==> config.mk <==
export PLATFORM = sky130hd
export DESIGN_NAME = uart_cmd_parser
export DESIGN_NICKNAME = d
export VERILOG_FILES = /design/src/rtl/uart_cmd_parser.sv
export SDC_FILE = /design/constraint.sdc
export NUM_CORES = 1
export LEC_CHECK = 0
export CAP_MARGIN = 20
export CORE_ASPECT_RATIO = 1.75
export CORE_MARGIN = 2
export CORE_UTILIZATION = 50
export CTS_BUF_LIST = sky130_fd_sc_hd__clkbuf_2 sky130_fd_sc_hd__clkbuf_4 sky130_fd_sc_hd__clkbuf_8
export DETAILED_ROUTE_END_ITERATION = 8
export HOLD_SLACK_MARGIN = 0.05
export PLACE_DENSITY_LB_ADDON = 0.12
export SLEW_MARGIN = 20
export SYNTH_ARGS = -nofsm -noshare
export SYNTH_HDL_FRONTEND = slang
export SYNTH_SLANG_ARGS = --single-unit
export TNS_END_PERCENT = 30
==> constraint.sdc <==
create_clock -name clk_50mhz -period 4.65 [get_ports clk_50mhz]
set_input_delay 0.93 -clock clk_50mhz [delete_from_list [all_inputs] [get_ports clk_50mhz]]
set_output_delay 0.93 -clock clk_50mhz [all_outputs]
set_load 0.05 [all_outputs]
==> src/rtl/uart_cmd_parser.sv <==
// ASCII command parser: turns "F<hz>" / "D<pct>" lines from the rx FIFO into
// committed PWM configuration, flagging malformed or out-of-range commands.
module uart_cmd_parser #(
   parameter int FREQ_W     = 32,
   parameter int FREQ_MIN   = 1,
   parameter int FREQ_MAX   = 1_000_000,
   parameter int DUTY_MAX   = 100,
   parameter int FREQ_RESET = 1000,
   parameter int DUTY_RESET = 50,
   parameter int MAX_DIGITS = 10
) (
   input  logic              clk_50mhz,
   input  logic              rst_n,
   input  logic [7:0]        fifo_data,
   input  logic              fifo_empty,
   output logic              fifo_read,
   output logic [FREQ_W-1:0] freq_hz,
   output logic [6:0]        duty_pct,
   output logic              cfg_update,
   output logic              cmd_error,
   output logic              busy
);

   localparam int CNT_W = $clog2(MAX_DIGITS + 1);
   localparam logic [FREQ_W-1:0] F_MIN   = FREQ_W'(FREQ_MIN);
   localparam logic [FREQ_W-1:0] F_MAX   = FREQ_W'(FREQ_MAX);
   localparam logic [FREQ_W-1:0] D_MAX   = FREQ_W'(DUTY_MAX);
   localparam logic [CNT_W-1:0]  CNT_MAX = CNT_W'(MAX_DIGITS);

   typedef enum logic [2:0] {IDLE, CMD, DIGITS, COMMIT, DISCARD} state_t;

   state_t              state;
   logic                tgt_freq;
   logic                seen_space;
   logic [FREQ_W-1:0]   acc;
   logic [CNT_W-1:0]    cnt;

   // acc*10 + d, kept 4 bits wider so overflow past FREQ_W bits is visible
   function automatic logic [FREQ_W+3:0] acc_step(input logic [FREQ_W-1:0] a,
                                                  input logic [3:0] d);
      logic [FREQ_W+3:0] a_ext;
      a_ext = {4'd0, a};
      return (a_ext << 3) + (a_ext << 1) + {{FREQ_W{1'b0}}, d};
   endfunction

   logic              is_digit, is_term, is_f, is_d, is_space, take, acc_ovf;
   logic [FREQ_W+3:0] acc_nxt;

   assign is_digit = (fifo_data >= 8'h30) && (fifo_data <= 8'h39);
   assign is_term  = (fifo_data == 8'h0D) || (fifo_data == 8'h0A);
   assign is_f     = (fifo_data == 8'h46) || (fifo_data == 8'h66);
   assign is_d     = (fifo_data == 8'h44) || (fifo_data == 8'h64);
   assign is_space = (fifo_data == 8'h20);
   assign acc_nxt  = acc_step(acc, fifo_data[3:0]);
   assign acc_ovf  = (acc_nxt[FREQ_W+3:FREQ_W] != 4'd0);
   // The pop strobe of the previous byte blocks a second read of the same head
   assign take     = !fifo_empty && !fifo_read;
   assign busy     = (state != IDLE);

   always_ff @(posedge clk_50mhz or negedge rst_n) begin
      if (!rst_n) begin
         state      <= IDLE;
         tgt_freq   <= 1'b0;
         seen_space <= 1'b0;
         acc        <= '0;
         cnt        <= '0;
         fifo_read  <= 1'b0;
         cfg_update <= 1'b0;
         cmd_error  <= 1'b0;
         freq_hz    <= FREQ_W'(FREQ_RESET);
         duty_pct   <= 7'(DUTY_RESET);
      end else begin
         fifo_read  <= 1'b0;
         cfg_update <= 1'b0;
         cmd_error  <= 1'b0;
         if (state == COMMIT) begin
            if (tgt_freq && (acc >= F_MIN) && (acc <= F_MAX)) begin
               freq_hz    <= acc;
               cfg_update <= 1'b1;
            end else if (!tgt_freq && (acc <= D_MAX)) begin
               duty_pct   <= acc[6:0];
               cfg_update <= 1'b1;
            end else begin
               cmd_error  <= 1'b1;
            end
            state <= IDLE;
         end else if (take) begin
            fifo_read <= 1'b1;
            case (state)
               IDLE: begin
                  if (is_f || is_d) begin
                     tgt_freq   <= is_f;
                     seen_space <= 1'b0;
                     acc        <= '0;
                     cnt        <= '0;
                     state      <= CMD;
                  end else if (!is_term) begin
                     cmd_error <= 1'b1;
                     state     <= DISCARD;
                  end
               end
               CMD: begin
                  if (is_space && !seen_space) begin
                     seen_space <= 1'b1;
                  end else if (is_digit) begin
                     acc   <= FREQ_W'(fifo_data[3:0]);
                     cnt   <= CNT_W'(1);
                     state <= DIGITS;
                  end else begin
                     cmd_error <= 1'b1;
                     state     <= is_term ? IDLE : DISCARD;
                  end
               end
               DIGITS: begin
                  if (is_digit) begin
                     if (acc_ovf || (cnt == CNT_MAX)) begin
                        cmd_error <= 1'b1;
                        state     <= DISCARD;
                     end else begin
                        acc <= acc_nxt[FREQ_W-1:0];
                        cnt <= cnt + CNT_W'(1);
                     end
                  end else if (is_term) begin
                     state <= COMMIT;
                  end else begin
                     cmd_error <= 1'b1;
                     state     <= DISCARD;
                  end
               end
               DISCARD: begin
                  if (is_term) state <= IDLE;
               end
               default: state <= IDLE;
            endcase
         end
      end
   end

endmodule

After elaboration in Yosys (flattened, before gate mapping)
Index checks and enable logic that the tools add are counted.

Logic and storage cells: 112. Bits in registers: 83.

Magnitude comparators: 5. Equality and inequality tests: 22. Bitwise logic cells: 2. Multiplexer cells: 43. Reductions and logical operators: 27. $add $sub $neg: 3.

Operators with widths (number): $mux W32 (5); $pmux W32 S3 (1); $add A35 B33 Y36 (1); $add A36 B4 Y36 (1); $mux W3 (11); $eq A8 B7 Y1 const B (4); $ge A32 B1 Y1 const B (1); $le A32 B20 Y1 const B (1); $le A32 B7 Y1 const B (1); $mux W4 (5); $mux W1 (17); $eq A8 B4 Y1 const B (2); $ne A2 B2 Y1 const B (6); $pmux W3 S4 (1); $pmux W4 S3 (1); $reduce_and A5 Y1 (2); $eq A8 B6 Y1 const B (1); $ge A8 B6 Y1 const B (1); $le A8 B6 Y1 const B (1); $ne A4 B4 Y1 const B (2); $reduce_and A8 Y1 (1); $eq A3 B2 Y1 const B (2); $logic_and A1 B1 Y1 (6); $ne A3 B3 Y1 const B (2); 16 further kinds (26).

Longest topological paths before layout
Gate-level depths: netlist of the first run.

Depth in word-level cells: 9. Mapped depth: 16. Gate-level depth less buffers: 13.

Least setup slack after synthesis of the first run
OpenSTA, ideal clock, no wires.

Path kind: input port to flip-flop. From: in fifo_data[3]. To: reg acc[21]. Cell stages on the path: 16. Arrival: 4281 ps. Slack: 248 ps. Buffers on the path: 3. Required time: 4529 ps. Library setup time: 121 ps. Cell sequence: inv_1 -> fa_1 -> inv_1 -> ha_1 -> a211oi_2 -> o21bai_1 -> a21oi_2 -> o21bai_2 -> a41o_1 -> a41o_1 -> or4_4 -> buf_6 -> a21o_1 -> buf_6 -> buf_6 -> a22o_1.

Cells in the longest elaborated chain, start to end: 5.

Ends and longest elaborated chain: from (decl) (RTL line 14) `input logic [7:0] fifo_data,`; $add A36 B4 Y36, or another cell as far along (RTL line 43) `return (a_ext << 3) + (a_ext << 1) + {{FREQ_W{1'b0}}, d};`; $reduce_bool A4 Y1, or another cell as far along (RTL line 55) `assign acc_ovf = (acc_nxt[FREQ_W+3:FREQ_W] != 4'd0);`; $logic_or A1 B1 Y1 (on tied branches) (RTL line 116, 91); $ne A2 B2 Y1 (no line); $reduce_and A8 Y1 (no line); to (signal assigned) (RTL line 106) `acc <= FREQ_W'(fifo_data[3:0]);`; to (signal assigned) (RTL line 120) `acc <= acc_nxt[FREQ_W-1:0];`; to (decl) (RTL line 35) `logic [FREQ_W-1:0] acc;`.

Several ways; a longest one is shown, not always the timed one. The select of a mux whose other input is x is not followed. A chain may end at the register's enable or synchronous reset.

Final worst setup path of the first run
From: in fifo_data[3]. To: reg acc[23].

Same word-level chain as after synthesis.

==> results of run 1 <==
-- per-layer routing --
| layer | share of wire | wire [microns] |
|---|---|---|
| met5 | 0 | 0 |
| met4 | 0.025 | 357 |
| met3 | 0.034 | 490 |
| met2 | 0.56 | 8080 |
| met1 | 0.39 | 5620 |
-- through the flow --
| step | instance area, sq um | setup TNS, ns | utilization |
|---|---|---|---|
| floorplan | 5790 | 0 | - |
| global placement | 6520 | -3.99 | 0.570 |
| detailed placement | 6520 | -7.31 | 0.570 |
| CTS | 6720 | 0 | 0.587 |
| global route | 6730 | -0.0503 | 0.588 |
| finish | 6730 | 0 | 0.588 |
-- worst min-delay path by stage --
stage                 from          end
6_report       freq_hz[29]  freq_hz[29]
4_1_cts        duty_pct[0]  duty_pct[0]
2_1_floorplan   seen_space   seen_space
3_3_place_gp   freq_hz[29]  freq_hz[29]
5_1_grt        freq_hz[22]  freq_hz[22]
3_5_place_dp   freq_hz[27]  freq_hz[27]
-- logic make-up after synthesis --
| kind of cell | Yosys count | synth area share |
|---|---|---|
| AO/OA/AOI/OAI | 174 | 0.206 |
| XOR/XNOR | 25 | 0.0378 |
| adder cells (fa/ha/maj) | 67 | 0.147 |
| buffers and inverters | 46 | 0.0372 |
| flip-flops | 83 | 0.361 |
| multiplexers | 25 | 0.0484 |
| AND/OR/NAND/NOR | 182 | 0.162 |
-- worst max-delay path, stage by stage --
cell and delay, ns:
clkdlybuf4s50_1 0.48, inv_1 0.07, fa_1 0.56, inv_1 0.05, ha_1 0.31, a211oi_2 0.22, o21bai_1 0.13, a21oi_2 0.18
o21bai_2 0.08, a41o_1 0.24, a41o_1 0.25, or4_4 0.51, a21o_2 0.28, buf_4 0.20, a22o_1 0.24
-- state kept, by name, indices dropped and copies added (netlist names) --
register,cells
seen_space,1
state,3
tgt_freq,1
cfg_update,1
freq_hz,32
duty_pct,7
acc,32
cmd_error,1
fifo_read,1
cnt,4
-- final cells by class --
| class | instances | area share |
|---|---|---|
| multi-input cells | 473 | 0.518 |
| clock buffers | 9 | 0.0184 |
| flip-flops and latches | 83 | 0.310 |
| inverters | 22 | 0.0123 |
| repair buffers | 74 | 0.104 |
| well taps | 135 | 0.0251 |
| clock inverters | 7 | 0.0112 |
-- where the power goes --
group	internal [mW]	leakage [nW]	switching [mW]
clock network	0.213	0.0990	0.320
registers	0.760	1.11	0.0586
logic	0.171	2.15	0.230
total	1.14	3.36	0.609
-- cells in the mapped netlist (5+ instances only) --
cell	instances
or3_1	8
a22o_1	27
buf_6	5
xor2_1	9
a211oi_1	6
nand2b_1	5
o21ai_1	7
and2_1	15
a21o_1	11
xnor2_1	16
inv_1	22
nor3_1	14
ha_1	65
dfrtp_1	74
nor2_1	30
clkbuf_1	14
nand4_1	10
o21ai_0	30
nand3_1	21
dfstp_2	9
or2_2	6
nand2_1	40
a21oi_1	45
mux2_2	24
nor4_1	14
-- what timing repair did --
item                       in CTS  in global routing
hold buffers                    0                  0
resized for setup               0                  1
setup endpoints to repair       0                 29
==> out/qor.txt, run 1 <==
Antenna violations before repair - 0
RSZ-0062 raised after global routing - true
Largest net degree at the start of global routing - 84
Clk sinks - 83
Std cell rows - 52
Clock-pin slew on the worst setup and hold paths - 0.10 ns
Synthesis-to-finish area growth - 16.2%
Power, Total - 1.75 mW
GR Util met2 - 0.449
Crit Path Max Fanout - 11
Max clock buf depth - 2
Final Setup Violations - 0
Antenna Violating Nets Remaining - 0
Syn avg cell area - 9.62 sq um
# IOs - 54
Hold WS - 0.490 ns
Worst EP required - 4.93 ns
NumNets Final - 741
Minimum clock period - 4.47 ns
Max Clk Rate - 224 MHz
DR vias/cell - 6.18
Ranking of synthesized cells by area - dfrtp_1 32%, ha_1 14%, mux2_2 4.7%
Gr usage total - 0.241
Max transition margin - 0.493
Final Routed Wirelength - 14.5 mm
Effective utilization at floorplan - 0.506
Buffers added on ports - 53
Capture point of the worst path - acc[23]
Clock Skew - 0.0120 ns
Dpl cells - 787
CP Capture Type - flip-flop
TritonCTS buffer count - 9
Fin cells - 803
R2R Path End - acc[23]
Grt ovf - 0
Die W - 85.3 microns
R2R Path Start - acc[0]
Status - finished clean
Dpl hpwl - 11.1 mm
Peak supply drop - 0.224 mV
Setup slack, reg-to-reg - 0.72 ns
Post-CTS setup buffer count - 0
Async set-reset flop share out of synthesis - 1.00
Die height - 146 microns
Root buffer cell - clkbuf_8
Ys flop type - dfrtp_1
Fill cells - 1041
Hold Path Class - reg -> reg
Hold path depth - 1
Final Cycle Share - 0.960
Met3 Use GR - 0.0350
FF/Latch Area - 2090 sq um
Final worst slack - 0.184 ns
Max cap viols - 0
Drt drc - 0
Post-synth EDFFs - 0
Syn Nets - 680
Inserted Diodes - 0
Crit path from - fifo_data[3]
Most common cell after layout, fill and taps aside - dfrtp_1
Final hold vios - 0
WP data arrival - 4.74 ns
Core footprint - 11500 sq um
Sequential cell area fraction in the yosys report - 0.361
Routability Congestion - 0.950
R2R depth - 14
Number of synthesized register bits - 83
Power per cell area - 260 nW/um^2
Syn. warnings - 0
Top cell type's share of synthesized area - 0.320
GR Util met1 - 0.273
Area of the mapped netlist - 5790 sq um
DIE AREA - 12500 sq um
Drt wl/cell - 18.1 microns
Global route hottest layer - met2
Critical Setup Path Class - in -> reg
Most frequent cells in the layout - 74 x dfrtp_1, 65 x ha_1, 52 x clkdlybuf4s50_1
First-pass GRT wire length - 24.4 mm
Syn Inst Count - 602
Initial DRC Count - 195
Worst-margin pin slew - 0.761 ns
Layout cells sized above 1 - 0.127
Cell taking the most area after synthesis - dfrtp_1
Worst-Skew Late Latency - 0.38 ns
Pre-CTS worst setup slack - -0.233 ns
Initial DRT Pass Iterations - 5
Vias - 4962
CP Launch Type - input pin
Area of the multi-input gates - 3490 sq um
CTS tree - yes
H-Tree Depth - 3
Vias in the first global route - 5019
Max-slew violations - 0
Leakage - 3.36 nW
Distinct cell type count after synthesis - 66
Note: power is estimated with default switching activity, not from simulation.
==> run 2: changes to the inputs <==
--- a/config.mk
+++ b/config.mk
@@ -10,6 +10,7 @@
 export CORE_MARGIN = 2
 export CORE_UTILIZATION = 50
 export CTS_BUF_LIST = sky130_fd_sc_hd__clkbuf_2 sky130_fd_sc_hd__clkbuf_4 sky130_fd_sc_hd__clkbuf_8
+export CTS_CLUSTER_SIZE = 30
 export DETAILED_ROUTE_END_ITERATION = 8
 export HOLD_SLACK_MARGIN = 0.05
 export PLACE_DENSITY_LB_ADDON = 0.12
==> results of run 2 <==
No change in the layout: final DEF, timing and power equal those of run 1.
==> run 3: changes to the inputs <==
--- a/config.mk
+++ b/config.mk
@@ -14,6 +14,7 @@
 export DETAILED_ROUTE_END_ITERATION = 8
 export HOLD_SLACK_MARGIN = 0.05
 export PLACE_DENSITY_LB_ADDON = 0.12
+export SETUP_SLACK_MARGIN = 0.15
 export SLEW_MARGIN = 20
 export SYNTH_ARGS = -nofsm -noshare
 export SYNTH_HDL_FRONTEND = slang
==> out/qor.txt, run 3 (synthesis results as in run 1) <==
WP data arrival - 4.60 ns
Initial DRT Pass Iterations - 4
Largest net degree at the start of global routing - 84
Clock Skew - 0.0121 ns
Antenna violations before repair - 0
Critical path, cell by cell - clkdlybuf4s50_1 > inv_1 > fa_1 > inv_1 > ha_4 > a211oi_2 > o21bai_1 > a21oi_2 > o21bai_2 > a41o_1 > a41o_1 > or4_4 > a21o_4 > buf_4 > a22o_1
WP buf/inv - 4
Leakage - 3.36 nW
RSZ-0062 raised after global routing - false
Root buffer cell - clkbuf_8
Status - finished clean
Max clock buf depth - 2
Std cell rows - 52
Gr usage total - 0.241
Design area - 6780 sq um
Drt wl/cell - 18.2 microns
Minimum clock period - 4.33 ns
Layout cells sized above 1 - 0.132
Hold WS - 0.490 ns
Slowest-stage cell, CP - or4_4
Peak supply drop - 0.225 mV
Buffers added on ports - 53
Antenna Violating Nets Remaining - 0
Crit path max-delay family - compound AO/OA/AOI/OAI gates
Dpl hpwl - 11.1 mm
Comb pwr share - 0.234
Final Setup Violations - 0
Max transition margin - 0.469
Crit Path Max Fanout - 7
Clk sinks - 83
TritonCTS buffer count - 9
Hold Path Class - reg -> reg
Most common cell after layout, fill and taps aside - dfrtp_1
CTS tree - yes
Max cap viols - 0
Inserted Diodes - 0
Initial DRC Count - 216
Most frequent cells in the layout - 74 x dfrtp_1, 64 x ha_1, 52 x clkdlybuf4s50_1
Vias - 4920
CP Launch Type - input pin
Synthesis-to-finish area growth - 17.1%
Drt drc - 0
Worst-Skew Late Latency - 0.38 ns
Psw - 0.616 mW
Critical Setup Path Class - in -> reg
Setup TNS Final - 0 ns
Final hold vios - 0
Die W - 85.3 microns
Worst EP required - 4.92 ns
Die height - 146 microns
Routability Congestion - 0.950
H-Tree Depth - 3
Hold buffers post-CTS - 0
Core Util, Final - 0.592
Clock-pin slew on the worst setup and hold paths - 0.09 ns
Power, Total - 1.76 mW
Net Sw Frac - 0.349
Core footprint - 11500 sq um
DIE AREA - 12500 sq um
NumNets Final - 741
Final Routed Wirelength - 14.6 mm
Clock group share of total power - 0.303
Effective utilization at floorplan - 0.506
Crit path largest cell delay - 0.53 ns
Grt ovf - 0
Max Clk Rate - 231 MHz
DR vias/cell - 6.13
Final Cycle Share - 0.930
First-pass GRT wire length - 24.4 mm
Post-CTS setup buffer count - 0
Biggest regs - acc x32, freq_hz x32, duty_pct x7
Seq pwr share - 0.464
Vias in the first global route - 5019
CP Capture Type - flip-flop
# IOs - 54
Power per cell area - 260 nW/um^2
Internal power - 1.15 mW
Worst-margin pin slew - 0.790 ns
Area after DPL - 6520 sq um
Max-slew violations - 0
run 3: final timing paths:
| check | cells past startpoint | slack [ns] | endpoint | from |
|---|---|---|---|---|
| max | 15 | 0.32 | acc[17] | fifo_data[3] |
| min | 1 | 0.49 | freq_hz[29] | freq_hz[29] |
| max reg2reg | 11 | 0.75 | acc[28] | acc[9] |
| min reg2reg | 1 | 0.49 | freq_hz[29] | freq_hz[29] |
| max in group asynchronous | 1 | 3.54 | seen_space | rst_n |
| min in group asynchronous | 1 | 0.60 | freq_hz[20] | rst_n |
run 3: area by class of cell:
type | instances | area, sq um
multi-input combinational | 473 | 3520
timing repair buffer | 74 | 717
tap | 135 | 169
inverter | 22 | 82.6
clock buffer | 9 | 124
clock inverter | 7 | 75.1
fill | 1039 | 4670
sequential | 83 | 2090
run 3: stage by stage:
| step | worst slack, ns | instances |
|---|---|---|
| 6_report | 0.325 | 803 |
| 5_1_grt | 0.161 | 803 |
| 4_1_cts | 0.180 | 803 |
| 3_5_place_dp | -0.233 | 787 |
| 3_3_place_gp | -0.136 | 787 |
| 2_1_floorplan | 0.248 | 602 |
run 3: metal layers:
layer	wire length, microns	vias up	track usage
li1	-	2372	-
met1	5720	2411	0.273
met2	8130	112	0.449
met3	444	25	0.0350
met4	310	0	0.0873
met5	0	-	0
run 3: timing repair:
action	in CTS	in global routing
pin swaps	0	5
setup endpoints to repair	1	38
gates resized for setup	1	9
run 3: worst reg2reg max path: cells and delay by family (launching register included):
family | cells | cell delay (ns)
fa+ha+maj | 2 | 0.69
flops | 1 | 0.47
simple gates | 2 | 0.44
compound gates | 7 | 2.21
run 3: power groups by stage:
stage / Combinational (mW) / Sequential (mW) / Clock (mW)
4_1_cts: 0.405 / 0.817 / 0.546
6_report: 0.412 / 0.818 / 0.534
3_5_place_dp: 0.404 / 0.831 / 0
2_1_floorplan: 0.259 / 0.826 / 0
3_3_place_gp: 0.394 / 0.828 / 0
5_1_grt: 0.458 / 0.826 / 0.571
